===== src/rtl/comma_search_pkg.sv =====
// Shared types and constants for the serial comma search block.
package comma_search_pkg;
    typedef enum logic [1:0] {S_IDLE, S_SCAN, S_DONE} state_t;

    localparam int             DEF_COMMA_W = 4;
    localparam logic [3:0]     DEF_COMMA   = 4'b1101;

    // Index width that stays legal for degenerate (width 1) ranges.
    function automatic int idx_w(input int w);
        return (w <= 1) ? 1 : $clog2(w);
    endfunction
endpackage


===== src/rtl/comma_search_seq_if.sv =====
// Request/result bundle between a word source and comma_search_seq.
// The polarity signal exists only when COMMA_SEARCH_INV_EN is defined.
interface comma_search_seq_if
    import comma_search_pkg::*;
#(
    parameter int WORD_W = 32
);
    localparam int IDX_W = idx_w(WORD_W);

    logic              start;
    logic [WORD_W-1:0] word_in;
    logic              busy;
    logic              done;
    logic              found;
    logic [IDX_W-1:0]  index_out;
    logic              locked;
`ifdef COMMA_SEARCH_INV_EN
    logic              polarity;
`endif

    modport master (
        output start, word_in,
        input  busy, done, found, index_out, locked
`ifdef COMMA_SEARCH_INV_EN
        , input polarity
`endif
    );

    modport slave (
        input  start, word_in,
        output busy, done, found, index_out, locked
`ifdef COMMA_SEARCH_INV_EN
        , output polarity
`endif
    );
endinterface


===== src/rtl/comma_search_seq_lock.sv =====
// Alignment lock tracker: counts consecutive identical finds up to LOCK_CNT.
// With COMMA_SEARCH_INV_EN, the polarity must also repeat.
module comma_lock_tracker
    import comma_search_pkg::*;
#(
    parameter int IDX_W    = 5,
    parameter int LOCK_CNT = 3
) (
    input  logic             clk,
    input  logic             rst,
    input  logic             res_valid,
    input  logic             found,
    input  logic [IDX_W-1:0] index,
`ifdef COMMA_SEARCH_INV_EN
    input  logic             polarity,
`endif
    output logic             locked
);
    localparam int CNT_W = idx_w(LOCK_CNT + 1);
    localparam logic [CNT_W-1:0] CNT_MAX = CNT_W'(LOCK_CNT);

    logic [CNT_W-1:0] cnt, cnt_nx;
    logic [IDX_W-1:0] last_idx, last_idx_nx;
    logic             same;
`ifdef COMMA_SEARCH_INV_EN
    logic             last_pol, last_pol_nx;
    assign same = (index == last_idx) && (polarity == last_pol);
`else
    assign same = (index == last_idx);
`endif

    always_comb begin
        cnt_nx      = cnt;
        last_idx_nx = last_idx;
`ifdef COMMA_SEARCH_INV_EN
        last_pol_nx = last_pol;
`endif
        if (res_valid) begin
            if (!found) begin
                cnt_nx = '0;
            end else if (same) begin
                cnt_nx = (cnt == CNT_MAX) ? cnt : cnt + 1'b1;
            end else begin
                cnt_nx      = CNT_W'(1);
                last_idx_nx = index;
`ifdef COMMA_SEARCH_INV_EN
                last_pol_nx = polarity;
`endif
            end
        end
    end

    always_ff @(posedge clk or posedge rst) begin
        if (rst) begin
            cnt      <= '0;
            last_idx <= '0;
            locked   <= 1'b0;
`ifdef COMMA_SEARCH_INV_EN
            last_pol <= 1'b0;
`endif
        end else begin
            cnt      <= cnt_nx;
            last_idx <= last_idx_nx;
            // Registered off the next count so lock moves with done.
            locked   <= (cnt_nx == CNT_MAX);
`ifdef COMMA_SEARCH_INV_EN
            last_pol <= last_pol_nx;
`endif
        end
    end
endmodule


===== src/rtl/comma_search_seq.sv =====
// Serial comma search: one bit position per clock, lowest match wins.
// Optional inverted-comma matching via COMMA_SEARCH_INV_EN.
module comma_search_seq
    import comma_search_pkg::*;
#(
    parameter int                 WORD_W   = 32,
    parameter int                 COMMA_W  = DEF_COMMA_W,
    parameter logic [COMMA_W-1:0] COMMA    = DEF_COMMA,
    parameter int                 LOCK_CNT = 3
) (
    input logic               clk,
    input logic               rst,
    comma_search_seq_if.slave bus
);
    localparam int IDX_W = idx_w(WORD_W);
    localparam logic [IDX_W-1:0] LAST_POS = IDX_W'(WORD_W - COMMA_W);

    if (WORD_W < COMMA_W) begin : g_chk_w
        $error("WORD_W must be >= COMMA_W");
    end
    if (COMMA == '0) begin : g_chk_comma
        $error("COMMA must be nonzero");
    end
    if (LOCK_CNT < 1) begin : g_chk_lock
        $error("LOCK_CNT must be >= 1");
    end
`ifdef COMMA_SEARCH_INV_EN
    if (~COMMA == '0) begin : g_chk_inv
        $error("~COMMA must be nonzero");
    end
`endif

    state_t            state, state_nx;
    logic [WORD_W-1:0] sreg, sreg_nx;
    logic [IDX_W-1:0]  pos, pos_nx;
    logic              res_valid, res_found, hit_t, hit;
    logic [IDX_W-1:0]  res_idx;
    logic              found_q;
    logic [IDX_W-1:0]  idx_q;

    assign hit_t = (sreg[COMMA_W-1:0] == COMMA);
`ifdef COMMA_SEARCH_INV_EN
    logic res_pol, pol_q;
    assign hit = hit_t || (sreg[COMMA_W-1:0] == ~COMMA);
`else
    assign hit = hit_t;
`endif

    always_comb begin
        state_nx  = state;
        sreg_nx   = sreg;
        pos_nx    = pos;
        res_valid = 1'b0;
        res_found = 1'b0;
        res_idx   = '0;
`ifdef COMMA_SEARCH_INV_EN
        res_pol   = 1'b0;
`endif
        case (state)
            S_IDLE: if (bus.start) begin
                state_nx = S_SCAN;
                sreg_nx  = bus.word_in;
                pos_nx   = '0;
            end
            S_SCAN: begin
                if (hit) begin
                    state_nx  = S_DONE;
                    res_valid = 1'b1;
                    res_found = 1'b1;
                    res_idx   = pos;
`ifdef COMMA_SEARCH_INV_EN
                    // True comma takes priority at the same position.
                    res_pol   = !hit_t;
`endif
                end else if (sreg == '0 || pos == LAST_POS) begin
                    state_nx  = S_DONE;
                    res_valid = 1'b1;
                end else begin
                    sreg_nx = sreg >> 1;
                    pos_nx  = pos + 1'b1;
                end
            end
            S_DONE:  state_nx = S_IDLE;
            default: state_nx = S_IDLE;
        endcase
    end

    always_ff @(posedge clk or posedge rst) begin
        if (rst) begin
            state   <= S_IDLE;
            sreg    <= '0;
            pos     <= '0;
            found_q <= 1'b0;
            idx_q   <= '0;
`ifdef COMMA_SEARCH_INV_EN
            pol_q   <= 1'b0;
`endif
        end else begin
            state <= state_nx;
            sreg  <= sreg_nx;
            pos   <= pos_nx;
            if (res_valid) begin
                found_q <= res_found;
                idx_q   <= res_idx;
`ifdef COMMA_SEARCH_INV_EN
                pol_q   <= res_pol;
`endif
            end
        end
    end

    comma_lock_tracker #(.IDX_W(IDX_W), .LOCK_CNT(LOCK_CNT)) u_lock (
        .clk       (clk),
        .rst       (rst),
        .res_valid (res_valid),
        .found     (res_found),
        .index     (res_idx),
`ifdef COMMA_SEARCH_INV_EN
        .polarity  (res_pol),
`endif
        .locked    (bus.locked)
    );

    assign bus.busy      = (state != S_IDLE);
    assign bus.done      = (state == S_DONE);
    assign bus.found     = found_q;
    assign bus.index_out = idx_q;
`ifdef COMMA_SEARCH_INV_EN
    assign bus.polarity  = pol_q;
`endif
endmodule


===== src/flat_wrapper.sv =====
// flat-port wrapper written by rule: the top's interface ports become plain ports
module comma_search_seq_flat import comma_search_pkg::*;
#(
    parameter int                 WORD_W   = 32,
    parameter int                 COMMA_W  = DEF_COMMA_W,
    parameter logic [COMMA_W-1:0] COMMA    = DEF_COMMA,
    parameter int                 LOCK_CNT = 3
)
  (clk, rst, bus_start, bus_word_in, bus_busy, bus_done, bus_found, bus_index_out, bus_locked);
  comma_search_seq_if #(.WORD_W(WORD_W)) bus_i ();
  input logic clk;
  input logic rst;
  input wire logic [$bits(bus_i.start)-1:0] bus_start;
  input wire logic [$bits(bus_i.word_in)-1:0] bus_word_in;
  output wire logic [$bits(bus_i.busy)-1:0] bus_busy;
  output wire logic [$bits(bus_i.done)-1:0] bus_done;
  output wire logic [$bits(bus_i.found)-1:0] bus_found;
  output wire logic [$bits(bus_i.index_out)-1:0] bus_index_out;
  output wire logic [$bits(bus_i.locked)-1:0] bus_locked;
  assign bus_i.start = bus_start;
  assign bus_i.word_in = bus_word_in;
  assign bus_busy = bus_i.busy;
  assign bus_done = bus_i.done;
  assign bus_found = bus_i.found;
  assign bus_index_out = bus_i.index_out;
  assign bus_locked = bus_i.locked;
  comma_search_seq #(.WORD_W(WORD_W), .COMMA_W(COMMA_W), .COMMA(COMMA), .LOCK_CNT(LOCK_CNT)) u_core (.clk(clk), .rst(rst), .bus(bus_i));
endmodule

===== config.mk =====
export PLATFORM = sky130hd
export DESIGN_NAME = comma_search_seq_flat
export DESIGN_NICKNAME = d
export VERILOG_FILES = /design/src/rtl/comma_search_pkg.sv /design/src/rtl/comma_search_seq_if.sv /design/src/rtl/comma_search_seq_lock.sv /design/src/rtl/comma_search_seq.sv /design/src/flat_wrapper.sv
export SDC_FILE = /design/constraint.sdc
export NUM_CORES = 1
export LEC_CHECK = 0
export ABC_CLOCK_PERIOD_IN_PS = 2500
export BUFFER_PORTS_ARGS = -buffer_cell sky130_fd_sc_hd__buf_4
export CORE_MARGIN = 2
export CORE_UTILIZATION = 55
export CTS_CLUSTER_DIAMETER = 60
export DETAILED_ROUTE_END_ITERATION = 10
export PLACE_DENSITY = 0.75
export REMOVE_ABC_BUFFERS = 1
export SYNTH_ARGS = -nofsm -noshare
export SYNTH_HDL_FRONTEND = slang
export SYNTH_SLANG_ARGS = --single-unit

===== constraint.sdc =====
create_clock -name clk -period 2.5 [get_ports clk]
set_clock_uncertainty 0.2 [all_clocks]
set_input_delay 0.625 -clock clk [delete_from_list [all_inputs] [get_ports clk]]
set_output_delay 0.625 -clock clk [all_outputs]
set_load 0.01 [all_outputs]

==> out/metrics.csv <==
stage,metric,value,unit
routing,wire_per_inst,17.7,microns
timing,min_period,2.30,ns
synth,synth-seq-area-share,0.555,
cts,cts_tree,yes,
power,leakage,1.24,nW
synth,synthXorXnorAreaFrac,0.0183,
cts,clockRootBuffer,clkbuf_8,
synth,synth.most_common_cell,dfrtp_1,
power,p_int,2.37,mW
cts,clkLatencyLatePin,0.30,ns
power,power.net_switching,1.43,mW
floorplanning,die_x,69.9,microns
synth,ys_top_cells_by_area,"dfrtp_1 (56%), o22a_1 (11%), o21a_1 (9.7%), mux2_2 (2.4%), a22o_1 (2.2%)",
synth,synth_mux_area_frac,0.0236,
timing,tightestPinTransition,0.593,ns
placed_design,placed_area,2780,sq um
synth,syn_inst,199,
power,pwr_density_cell,1330,nW/um^2
critical_path,cp.depth,5,
critical_path,cp_slowest_cell,dfrtp_1,
layout,nNetsFinal,280,
routing,first_iter_violations,97,
critical_path,arrival,2.29,ns
timing,fin_setup_tns,0,ns
synth,yosys_warnings,0,
critical_path,slowest_delay,0.41,ns
placed_design,port_buffers,43,
global_route,gr-total-overflow,0,
timing,drv_slew,0,
power,seqPwrFrac,0.425,
synth,synth_top_family_by_area,compound AO/OA/AOI/OAI gates,
cts,clk_pin_slew,0.09,ns
synth,synth_area_leader_cell,dfrtp_1,
critical_path,timing.critical_path.from,u_core.sreg[26]$_DFFE_PP0P_,
power,vdd_drop_max,0.589,mV
critical_path,crit_fanout,32,
critical_path,cp_num_buf_inv,0,
synth,synthDominantCellAreaShare,0.555,
timing,finalSetupViolCount,0,
timing,rsz0062_at_grt,false,
critical_path,cpLargestDelayFamily,simple AND/OR/NAND/NOR gates,
placed_design,place_congestion,0.799,
cts,postCtsSetupRepairBufs,0,
layout,insertedDiodeCount,0,
synth,synth_edf_count,0,
placed_design,hpwlAfterDp,3720,microns
cts,cts_max_path_buffers,2,
synth,synth_seq_cells,53,
synth,ys_dominant_reg_cell,dfrtp_1,
timing,fmax,0.435,GHz
routing,ant_nets,0,
hold_path,hp-class,in2async,
routing,drc,0,
timing,hold_viol,0,
layout,area_growth,19.6,%
cts,postCtsResizedCells,0,
job,cap_violations,0,
floorplanning,chipHeight,69.9,microns
critical_path,r2r-start,u_core.sreg[26]$_DFFE_PP0P_,
critical_path,crit_end,u_core.sreg[15]$_DFFE_PP0P_,
synth,synth_cell_type_count,33,
layout,fin_area,2860,sq um
floorplanning,start_util,0.585,
routing,drt_wl_total,5220,microns
global_route,grt.total_usage,0.223,
critical_path,r2r_slack,0.20,ns
power,p_clk_frac,0.121,
synth,avgSynthCellArea,12.0,sq um
synth,synthSimpleGateAreaFrac,0.0655,
critical_path,path_class,reg2reg,
synth,synth_common_cells,"dfrtp_1 (53), o21a_1 (31), o22a_1 (31)",
floorplanning,core-area,4090,sq um
layout,layout-drive-gt1-share,0.266,
timing,timing.hold.ws,0.168,ns
critical_path,start_kind,flip-flop,
timing,fin_crit_sh,0.919,
critical_path,required,2.49,ns
synth,async_flop_share,1.00,
run_status,outcome,"complete, no violations",
floorplanning,rows,23,
timing,slew_headroom,0.603,
routing,drtPass1Iterations,4,
cts,postCtsHoldBufs,0,
critical_path,crit_chain,nor4_1 > nand4_1 > o211ai_2 > nand2_2 > o21a_1,
cts,cts_max_level,2,
routing,vias_per_cell,6.07,
power,pwr-share-comb,0.454,
floorplanning,io_pins,44,
routing,vias,1785,
global_route,grt_pass1_vias,1850,
synth,synthesis.area,2390,sq um
global_route,grt_pass1_wl,8740,microns
critical_path,end_kind,flip-flop,
cts,clkSinkCount,53,
cts,cts_buffers,5,
synth,synth_compound_area_frac,0.285,
power,p_sw_frac,0.376,
layout,post-route-util,0.699,
floorplanning,die_area,4890,sq um
synth,synth-adder-area-share,0.0105,
critical_path,r2r-end,u_core.sreg[15]$_DFFE_PP0P_,
global_route,antenna_found_initial,0,
critical_path,reg2reg_depth,5,
layout,fillerInstances,313,
global_route,grt_max_degree,33,
[cell type report]
cell class	count	area (sq um)	share of cell area
sequential	53	1330	0.464
multi-input combinational	124	962	0.337
timing repair buffer	51	395	0.138
clock buffer	8	80.1	0.0280
tap	50	62.6	0.0219
inverter	8	30.0	0.0105
[cell usage in the layout (no fill, tap or decap), types with 3 or more instances in the layout]
cell type,netlist,layout
dfrtp_1,53,53
buf_4,3,50
o22a_1,31,31
o21a_1,31,31
nor4_1,8,8
inv_1,8,7
a22o_1,6,6
nand3_1,6,6
mux2_2,5,5
clkbuf_8,0,5
o21ai_0,4,4
nand2_1,3,3
xnor2_1,3,3
o211ai_1,3,3
o31ai_1,3,3
clkbuf_1,6,3
[registers in the layout, indices dropped and copies added (netlist names)]
register,cells
u_core.sreg,32
u_core.bus.index_out,5
u_core.pos,5
u_core.u_lock.last_idx,5
u_core.state,2
u_core.u_lock.cnt,2
u_core.bus.found,1
u_core.u_lock.locked,1
[stage by stage]
stage	setup slack (ns)	std cells	total power, mW
6_report	0.202	294	3.80
5_1_grt	0.00435	294	4.07
4_1_cts	0.190	294	3.81
3_5_place_dp	0.263	286	3.35
3_3_place_gp	0.267	286	3.22
2_1_floorplan	-0.353	185	2.77
[logic make-up (layout without fill, tap and decap cells)]
| group | after synthesis | in the layout |
|---|---|---|
| buffers and inverters | 22 | 67 |
| flip-flops | 53 | 53 |
| XOR/XNOR | 5 | 5 |
| multiplexers | 5 | 5 |
| adder cells (fa/ha/maj) | 2 | 2 |
| AO/OA/AOI/OAI | 85 | 85 |
| AND/OR/NAND/NOR | 27 | 27 |
[layer usage]
metal,vias up,track usage,wire length (microns)
li1,845,-,-
met1,900,0.276,2320
met2,35,0.380,2680
met3,5,0.0418,160
met4,0,0.0983,59
met5,-,0,0
[worst reg2reg max path, cell delays in order (launching register included)]
cell and delay, ns:
dfrtp_1 0.41, nor4_1 0.34, nand4_1 0.22, o211ai_2 0.30, nand2_2 0.39, o21a_1 0.32
[power groups by stage]
| stage | registers, mW | clock network [mW] | logic [mW] |
|---|---|---|---|
| 2_1_floorplan | 1.56 | 0 | 1.22 |
| 3_3_place_gp | 1.59 | 0 | 1.63 |
| 3_5_place_dp | 1.62 | 0 | 1.73 |
| 4_1_cts | 1.61 | 0.465 | 1.74 |
| 5_1_grt | 1.67 | 0.503 | 1.90 |
| 6_report | 1.62 | 0.458 | 1.73 |
[worst min-delay path by stage]
stage	endpoint	slack, ns	cells after the start
CTS	u_core.state[1]$_DFFE_PP0P_	0.18	2
global placement	u_core.bus.found$_DFFE_PP0P_	0.26	1
floorplan	u_core.sreg[0]$_DFFE_PP0P_	0.28	1
finish	u_core.state[1]$_DFFE_PP0P_	0.17	2
global route	u_core.state[1]$_DFFE_PP0P_	0.20	2
detailed placement	u_core.bus.index_out[4]$_DFFE_PP0P_	0.29	1
Note: power is estimated with default switching activity, not from simulation.
